<file path="config.mk">
export PLATFORM = sky130hd
export DESIGN_NAME = div_unit_param_flat
export DESIGN_NICKNAME = d
export VERILOG_FILES = /design/src/rtl/div_unit_param_if.sv /design/src/rtl/div_unit_param.sv /design/src/flat_wrapper.sv
export SDC_FILE = /design/constraint.sdc
export NUM_CORES = 1
export LEC_CHECK = 0
export ABC_CLOCK_PERIOD_IN_PS = 9400
export CAP_MARGIN = 5
export CORE_MARGIN = 3
export CORE_UTILIZATION = 50
export CTS_CLUSTER_SIZE = 24
export DETAILED_ROUTE_END_ITERATION = 7
export PLACE_DENSITY = 0.71
export SLEW_MARGIN = 20
export SYNTH_ARGS = -nofsm -noshare
export SYNTH_HDL_FRONTEND = slang
export SYNTH_SLANG_ARGS = --single-unit
</file>
<file path="constraint.sdc">
create_clock -name clk -period 9.4 [get_ports clk]
set_input_delay 1.88 -clock clk [delete_from_list [all_inputs] [get_ports clk]]
set_output_delay 1.88 -clock clk [all_outputs]
set_load 0.01 [all_outputs]
</file>
<file path="src/rtl/div_unit_param_if.sv">
// Request/result handshake between the execute stage and the iterative divider.
interface div_unit_param_if #(
    parameter int XLEN  = 64,
    parameter int TAG_W = 5
);
    logic             start_i;
    logic             annul_i;
    logic [1:0]       op_i;
    logic             word_i;
    logic [XLEN-1:0]  opdata1_i;
    logic [XLEN-1:0]  opdata2_i;
    logic [TAG_W-1:0] tag_i;
    logic             busy_o;
    logic             valid_o;
    logic [XLEN-1:0]  result_o;
    logic [TAG_W-1:0] tag_o;

    modport master (
        output start_i, annul_i, op_i, word_i, opdata1_i, opdata2_i, tag_i,
        input  busy_o, valid_o, result_o, tag_o
    );

    modport slave (
        input  start_i, annul_i, op_i, word_i, opdata1_i, opdata2_i, tag_i,
        output busy_o, valid_o, result_o, tag_o
    );
endinterface

</file>
<file path="src/rtl/div_unit_param.sv">
// Radix-2 restoring integer divider with RISC-V M-extension result rules.
// state | meaning
// IDLE  | waiting for a request; result/tag outputs hold the last result
// CALC  | one quotient bit per cycle on operand magnitudes
// FIX   | apply signs, div-by-zero and word-mode rules, then strobe valid
module div_unit_param #(
    parameter int XLEN     = 64,
    parameter int HAS_WORD = 1,
    parameter int TAG_W    = 5
) (
    input  logic            clk,
    input  logic            rst,
    div_unit_param_if.slave bus
);
    localparam bit WORD_EN = (HAS_WORD != 0) && (XLEN == 64);
    localparam int CNT_W   = $clog2(XLEN);

    typedef enum logic [1:0] {S_IDLE, S_CALC, S_FIX} state_t;

    state_t           r_state;
    state_t           w_state_nxt;
    logic             w_accept;
    logic             w_step;
    logic             w_fire;

    logic [XLEN-1:0]  r_dq;
    logic [XLEN-1:0]  r_rem;
    logic [XLEN-1:0]  r_dvs;
    logic [CNT_W-1:0] r_cnt;
    logic             r_word;
    logic             r_is_rem;
    logic             r_neg_q;
    logic             r_neg_r;
    logic             r_dz;
    logic [TAG_W-1:0] r_tag;

    logic             r_valid;
    logic [XLEN-1:0]  r_result;
    logic [TAG_W-1:0] r_tag_o;

    logic             w_word;
    logic             w_signed;
    logic [XLEN-1:0]  w_a_sx;
    logic [XLEN-1:0]  w_a_zx;
    logic [XLEN-1:0]  w_b_sx;
    logic [XLEN-1:0]  w_b_zx;
    logic [XLEN-1:0]  w_a_eff;
    logic [XLEN-1:0]  w_b_eff;
    logic             w_a_neg;
    logic             w_b_neg;
    logic [XLEN-1:0]  w_a_mag;
    logic [XLEN-1:0]  w_b_mag;
    logic             w_b_zero;
    logic [XLEN-1:0]  w_dq_load;

    logic [XLEN:0]    w_trial;
    logic             w_qbit;
    logic [CNT_W-1:0] w_last;

    logic [XLEN-1:0]  w_q_f;
    logic [XLEN-1:0]  w_r_f;
    logic [XLEN-1:0]  w_sel;
    logic [XLEN-1:0]  w_sel_sx;
    logic [XLEN-1:0]  w_result;

    // Operand preparation: effective-width operands and their magnitudes.
    assign w_word   = WORD_EN && bus.word_i;
    assign w_signed = ~bus.op_i[0];
    assign w_a_sx   = XLEN'($signed(bus.opdata1_i[31:0]));
    assign w_a_zx   = XLEN'(bus.opdata1_i[31:0]);
    assign w_b_sx   = XLEN'($signed(bus.opdata2_i[31:0]));
    assign w_b_zx   = XLEN'(bus.opdata2_i[31:0]);
    assign w_a_eff  = w_word ? (w_signed ? w_a_sx : w_a_zx) : bus.opdata1_i;
    assign w_b_eff  = w_word ? (w_signed ? w_b_sx : w_b_zx) : bus.opdata2_i;
    assign w_a_neg  = w_signed & w_a_eff[XLEN-1];
    assign w_b_neg  = w_signed & w_b_eff[XLEN-1];
    assign w_a_mag  = w_a_neg ? -w_a_eff : w_a_eff;
    assign w_b_mag  = w_b_neg ? -w_b_eff : w_b_eff;
    assign w_b_zero = (w_b_eff == '0);

    // Word-mode dividends are left-aligned so CALC always consumes from the MSB;
    // on divide-by-zero the raw dividend is parked here for the remainder.
    assign w_dq_load = w_b_zero ? w_a_eff
                     : (w_word ? (w_a_mag << (XLEN - 32)) : w_a_mag);

    assign w_trial = {r_rem, r_dq[XLEN-1]} - {1'b0, r_dvs};
    assign w_qbit  = ~w_trial[XLEN];
    assign w_last  = r_word ? CNT_W'(31) : CNT_W'(XLEN - 1);

    assign w_q_f    = r_dz ? '1 : (r_neg_q ? -r_dq : r_dq);
    assign w_r_f    = r_dz ? r_dq : (r_neg_r ? -r_rem : r_rem);
    assign w_sel    = r_is_rem ? w_r_f : w_q_f;
    assign w_sel_sx = XLEN'($signed(w_sel[31:0]));
    assign w_result = r_word ? w_sel_sx : w_sel;

    always_ff @(posedge clk) begin
        if (rst) begin
            r_state <= S_IDLE;
        end else begin
            r_state <= w_state_nxt;
        end
    end

    always_comb begin
        w_state_nxt = r_state;
        w_accept    = 1'b0;
        w_step      = 1'b0;
        w_fire      = 1'b0;
        case (r_state)
            S_IDLE: begin
                if (bus.start_i && !bus.annul_i) begin
                    w_accept    = 1'b1;
                    w_state_nxt = w_b_zero ? S_FIX : S_CALC;
                end
            end
            S_CALC: begin
                if (bus.annul_i) begin
                    w_state_nxt = S_IDLE;
                end else begin
                    w_step = 1'b1;
                    if (r_cnt == w_last) begin
                        w_state_nxt = S_FIX;
                    end
                end
            end
            S_FIX: begin
                w_state_nxt = S_IDLE;
                if (!bus.annul_i) begin
                    w_fire = 1'b1;
                end
            end
            default: w_state_nxt = S_IDLE;
        endcase
    end

    always_ff @(posedge clk) begin
        if (rst) begin
            r_dq     <= '0;
            r_rem    <= '0;
            r_dvs    <= '0;
            r_cnt    <= '0;
            r_word   <= 1'b0;
            r_is_rem <= 1'b0;
            r_neg_q  <= 1'b0;
            r_neg_r  <= 1'b0;
            r_dz     <= 1'b0;
            r_tag    <= '0;
        end else if (w_accept) begin
            r_dq     <= w_dq_load;
            r_rem    <= '0;
            r_dvs    <= w_b_mag;
            r_cnt    <= '0;
            r_word   <= w_word;
            r_is_rem <= bus.op_i[1];
            r_neg_q  <= w_a_neg ^ w_b_neg;
            r_neg_r  <= w_a_neg;
            r_dz     <= w_b_zero;
            r_tag    <= bus.tag_i;
        end else if (w_step) begin
            r_dq  <= {r_dq[XLEN-2:0], w_qbit};
            r_rem <= w_qbit ? w_trial[XLEN-1:0] : {r_rem[XLEN-2:0], r_dq[XLEN-1]};
            r_cnt <= r_cnt + 1'b1;
        end
    end

    always_ff @(posedge clk) begin
        if (rst) begin
            r_valid  <= 1'b0;
            r_result <= '0;
            r_tag_o  <= '0;
        end else begin
            r_valid <= w_fire;
            if (w_fire) begin
                r_result <= w_result;
                r_tag_o  <= r_tag;
            end
        end
    end

    assign bus.busy_o   = (r_state != S_IDLE);
    assign bus.valid_o  = r_valid;
    assign bus.result_o = r_result;
    assign bus.tag_o    = r_tag_o;
endmodule

</file>
<file path="src/flat_wrapper.sv">
// flat-port wrapper written by rule: the top's interface ports become plain ports
module div_unit_param_flat 
#(
    parameter int XLEN     = 64,
    parameter int HAS_WORD = 1,
    parameter int TAG_W    = 5
)
  (clk, rst, bus_start_i, bus_annul_i, bus_op_i, bus_word_i, bus_opdata1_i, bus_opdata2_i, bus_tag_i, bus_busy_o, bus_valid_o, bus_result_o, bus_tag_o);
  div_unit_param_if #(.XLEN(XLEN), .TAG_W(TAG_W)) bus_i ();
  input  logic clk;
  input  logic rst;
  input wire logic [$bits(bus_i.start_i)-1:0] bus_start_i;
  input wire logic [$bits(bus_i.annul_i)-1:0] bus_annul_i;
  input wire logic [$bits(bus_i.op_i)-1:0] bus_op_i;
  input wire logic [$bits(bus_i.word_i)-1:0] bus_word_i;
  input wire logic [$bits(bus_i.opdata1_i)-1:0] bus_opdata1_i;
  input wire logic [$bits(bus_i.opdata2_i)-1:0] bus_opdata2_i;
  input wire logic [$bits(bus_i.tag_i)-1:0] bus_tag_i;
  output wire logic [$bits(bus_i.busy_o)-1:0] bus_busy_o;
  output wire logic [$bits(bus_i.valid_o)-1:0] bus_valid_o;
  output wire logic [$bits(bus_i.result_o)-1:0] bus_result_o;
  output wire logic [$bits(bus_i.tag_o)-1:0] bus_tag_o;
  assign bus_i.start_i = bus_start_i;
  assign bus_i.annul_i = bus_annul_i;
  assign bus_i.op_i = bus_op_i;
  assign bus_i.word_i = bus_word_i;
  assign bus_i.opdata1_i = bus_opdata1_i;
  assign bus_i.opdata2_i = bus_opdata2_i;
  assign bus_i.tag_i = bus_tag_i;
  assign bus_busy_o = bus_i.busy_o;
  assign bus_valid_o = bus_i.valid_o;
  assign bus_result_o = bus_i.result_o;
  assign bus_tag_o = bus_i.tag_o;
  div_unit_param #(.XLEN(XLEN), .HAS_WORD(HAS_WORD), .TAG_W(TAG_W)) u_core (.clk(clk), .rst(rst), .bus(bus_i));
endmodule
</file>
Word level (Yosys, flattened, before mapping):

Index checks and enable logic that the tools add are counted.

* word-level logic and storage cells: 66
* register bits after elaboration: 280
* output and inout port bits: 71
* input bits: 140

* reductions and logical operators: 8
* equality and inequality tests: 5
* muxes and demuxes: 28
* bitwise operators: 5
* $add $sub $neg: 6

Operator list (number)
* 64-bit two-way mux: 17
* 64-bit negation: 4
* 65-bit by 64-bit subtractor with 65-bit output: 1
* 64-bit zero test: 1
* 2-bit two-way mux: 4
* 6-bit by 1-bit adder with 6-bit output, second input constant: 1
* 6-bit == test: 1
* 6-bit two-way mux: 1
* 1-bit two-way mux: 5
* 2-bit one-hot mux with 2 select lines: 1
* 2-bit nonzero test: 2
* 3-bit by 2-bit != test with 1-bit output, second input constant: 1
* 1-bit AND: 2
* 2-bit by 1-bit == test with 1-bit output, second input constant: 1
* 2-bit == test, second input constant: 1
* 2-bit zero test: 1
* 2-bit by 1-bit != test with 1-bit output, second input constant: 1
* 1-bit inverter: 2
* 2-bit AND reduction: 1
* 2-bit OR reduction: 1
* 1-bit logical AND: 1
* 1-bit zero test: 1
* 1-bit bitwise XOR: 1

Logic depth before layout (Yosys ltp):

* depth after elaboration: 7
* mapped depth: 16
* mapped depth without buffers: 14

Worst setup path before layout:

No wires, ideal clock.

* path kind: input to register
* from: input bus_opdata2_i[8]
* to: register u_core.r_dq[27]
* setup time: 0.065 ns
* slack: 4.592 ns
* data required time: 9.335 ns
* stages on the path: 13
* buffers on the path: 4
* arrival: 4.743 ns
* cell sequence: or3_1 > clkbuf_1 > nor4_1 > nor2b_1 > and4bb_2 > and3_1 > clkbuf_1 > clkbuf_1 > clkbuf_1 > a21oi_1 > a31oi_1 > a21oi_1 > nor2_1

* longest elaborated chain between the ends: 5

RTL lines
* start, declared: RTL line flat_wrapper.sv:17 `input wire logic [$bits(bus_i.opdata2_i)-1:0] bus_opdata2_i;`
* 64-bit two-way mux: RTL line div_unit_param.sv:74 `assign w_b_eff = w_word ? (w_signed ? w_b_sx : w_b_zx) : bus.opdata2_i;`
* 64-bit two-way mux (*): RTL line div_unit_param.sv:74
* 64-bit zero test (*): RTL line div_unit_param.sv:79 `assign w_b_zero = (w_b_eff == '0);`
* 64-bit two-way mux (*): RTL line div_unit_param.sv:83 `assign w_dq_load = w_b_zero ? w_a_eff`
* 64-bit two-way mux (*): RTL line div_unit_param.sv:148 `end else if (w_accept) begin`
* end signal, assigned: RTL line div_unit_param.sv:149 `r_dq <= w_dq_load;`
* end signal, assigned: RTL line div_unit_param.sv:160 `r_dq <= {r_dq[XLEN-2:0], w_qbit};`
* end, declared: RTL line div_unit_param.sv:26 `logic [XLEN-1:0] r_dq;`

Every way passes the cells marked *; elsewhere a longest branch is shown, timed or not.
A chain may end at the register's enable or synchronous reset.

Final worst setup path:

* from: input bus_opdata2_i[8]
* to: register u_core.r_dq[29]

Same word-level chain as after synthesis.

==> impl_metrics.yaml <==
setup_path:
  startpoint: "bus_opdata2_i[8]"
  worstSetupPathType: "in2reg"
  critPathTopFamily: "simple AND/OR/NAND/NOR gates"
  crit_cells: 13
  required_ns: 9.81
  crit_fanout: 14
  path_buf_inv: 2
  reg2regPathDepth: 14
  crit_path_cell_trace: "clkdlybuf4s50_1 > or3_1 > nor4_1 > nand2b_1 > nor3_1 > nand2b_1 > o21ai_1 > nor2_1 > buf_4 > nand2_1 > o22ai_1 > a21oi_1 > nor2_1"
  cp-end-kind: "register"
  slowest_stage: "o21ai_1"
  critPathLaunchType: "input pin"
  slowest_delay_ns: 1.01
  arrival_ns: 7.14
  r2r_start: "u_core.r_dq[63]"
global_route:
  grt_pass1_wl_um: 137000
  antenna_found_initial: 2
  first_global_vias: 22800
  grt_max_degree: 144
  grt-ovfl-total: 0
  globalRouteTotalUtil_pct: 36.4
logic_synthesis:
  avgSynthCellArea_um2: 7.17
  async_reset_ff_share_pct: 0
  synthTopCellsByArea: "dfxtp_1 (25%), a21oi_1 (8.4%), xnor2_1 (6.3%)"
  netlist_instances: 3180
  syn_area_mm2: 0.0228
  synth_edf_count: 0
  ys_seq_elements: 280
  yosys.area.top_type: "dfxtp_1"
  synth_top_area_share_pct: 24.6
  ys.flop_type: "dfxtp_1"
  synth_fp_nets: 3390
  synth-seq-area-share_pct: 24.6
  synth_cell_types: 80
  yosysWarnings: 0
sta:
  max_freq_mhz: 149
  setup-tns-final_ns: 0
  slew_viol_final: 0
  fin_crit_sh_pct: 71.6
  tightest_slew_ns: 1.22
  skew_ns: 0.0176
  fin_crit_ns: 6.73
  relSlewSlack_pct: 17.8
  setup_viol: 0
  hold_viol: 0
  rsz0062_at_grt: "false"
finish:
  num-nets-final: 3426
  area_growth_pct: 14.6
  final_common_cell: "a21oi_1"
  fillers: 4273
  drive_gt1_share_pct: 4.17
  layout_common_cells: "a21oi_1 (382), nand2_1 (353), nor2_1 (294), dfxtp_1 (277), o21ai_0 (261)"
detailed_routing:
  ant_nets: 0
  routed_wl_um: 90400
  via_per_inst: 6.51
  firstDrtPassIters: 7
  drtIter0Drc: 2935
  vias: 25000
  routedWlPerCell_um: 23.6
  drc: 0
placed_design:
  io_buffers: 210
  hpwlAfterDp_um: 66800
  gp_congestion: 1.00
power:
  leakagePower_nw: 9.49
  ir_drop_uv: 126
  power_mw: 3.90
  power_density_mw_per_mm2: 149
clock_network:
  clock_latency_ns: 0.56
  cts_max_path_buffers: 3
  root_buffer: "clkbuf_16"
  cts_tree: "built"
  cts_resized: 0
  tritoncts.num_buffers: 36
  cts_setup_buffers: 0
  cts.clk_slew.worst_paths_ns: 0.06
  cts.sinks: 280
  htree_levels: 2
  hold_buffers: 0
die:
  pin_count: 211
  initial_core_util_pct: 51.1
  die-height_um: 220
  die_area_mm2: 0.0482
  num_rows: 77
  die_w_um: 220
  design.core.area_mm2: 0.0446
run:
  drv_cap: 0
run_status:
  status: "complete, no violations"
hold_path:
  min_from: "u_core.r_dvs[45]"
  hold_depth: 2
  hp-class: "reg2reg"
path summary, 6_finish.rpt:
kind | end | slack [ns]
worst min register to register | u_core.r_dvs[45] | 0.45
worst min-delay path | u_core.r_dvs[45] | 0.45
worst max register to register | u_core.r_rem[39] | 4.26
worst max-delay path | u_core.r_dq[29] | 2.67
stage by stage:
step | hold slack [ns] | instances | utilization, % | area, um2 | worst slack, ns
6_report | 0.450 | 3835 | 58.6 | 26100 | 2.67
5_1_grt | 0.469 | 3834 | 58.6 | 26100 | 2.52
4_1_cts | 0.454 | 3833 | 58.5 | 26100 | 2.91
3_5_place_dp | 0.447 | 3770 | 56.0 | 25000 | 2.33
3_3_place_gp | 0.437 | 3770 | 56.0 | 25000 | 2.37
2_1_floorplan | 0.432 | 3180 | - | 22800 | 4.59
flip-flops by register name (all words and copies together), names as in the netlist:
name and cells:
u_core.r_dz 1, u_core.r_is_rem 1, u_core.r_neg_q 1, u_core.r_dq 64, u_core.r_state 2, u_core.bus.valid_o 1
u_core.r_word 1, u_core.r_rem 64, u_core.bus.tag_o 5, u_core.r_neg_r 1, u_core.r_cnt 6, u_core.r_tag 5
u_core.r_dvs 64, u_core.bus.result_o 64
power by group:
| part | switching (mW) | internal (mW) |
|---|---|---|
| logic | 0.767 | 0.476 |
| registers | 0.0786 | 1.23 |
| clock network | 0.570 | 0.771 |
area by class of cell:
| class | count | area [um2] | area share [%] |
|---|---|---|---|
| antenna | 2 | 5.00 | 0.0192 |
| clock buffer | 51 | 1040 | 3.97 |
| clock inverter | 12 | 75.1 | 0.287 |
| inverter | 106 | 398 | 1.52 |
| multi-input combinational | 2551 | 15900 | 60.9 |
| sequential | 280 | 5610 | 21.5 |
| tap | 592 | 741 | 2.83 |
| timing repair buffer | 241 | 2340 | 8.97 |
cells in the mapped netlist (29+ instances only):
| cell type | count |
|---|---|
| inv_1 | 105 |
| a221oi_1 | 55 |
| nand3_1 | 39 |
| o31ai_1 | 55 |
| nor3_1 | 65 |
| xnor2_1 | 163 |
| a211oi_1 | 48 |
| or3_1 | 45 |
| nand2_1 | 355 |
| o41ai_1 | 29 |
| a31oi_1 | 38 |
| a21oi_1 | 383 |
| mux2i_1 | 121 |
| a311oi_1 | 31 |
| dfxtp_1 | 280 |
| nor2_1 | 296 |
| a21o_1 | 44 |
| xor2_1 | 119 |
| nor4_1 | 37 |
| o21ai_0 | 261 |
| ha_1 | 69 |
| clkbuf_1 | 212 |
kinds of logic after synthesis:
| group | synth area share, % |
|---|---|
| AND/OR/NAND/NOR | 19.7 |
| adder cells (fa/ha/maj) | 3.88 |
| buffers and inverters | 5.80 |
| AO/OA/AOI/OAI | 29.8 |
| multiplexers | 5.41 |
| XOR/XNOR | 10.8 |
| flip-flops | 24.6 |
worst min-delay path, delay by kind of cell (launching register included):
kind               cells  cell delay, ns
and+or+nand+nor        1            0.05
DFF                    1            0.31
AOI/OAI and AO/OA      1            0.05
metal layers:
metal	wire length, um	up-vias	global-route usage (%)
met5	0	-	0
met4	4250	0	15.3
met3	9020	224	6.48
met2	38300	1347	54.3
met1	38800	11800	51.5
li1	-	11600	-
Note: power is estimated with default switching activity, not from simulation.
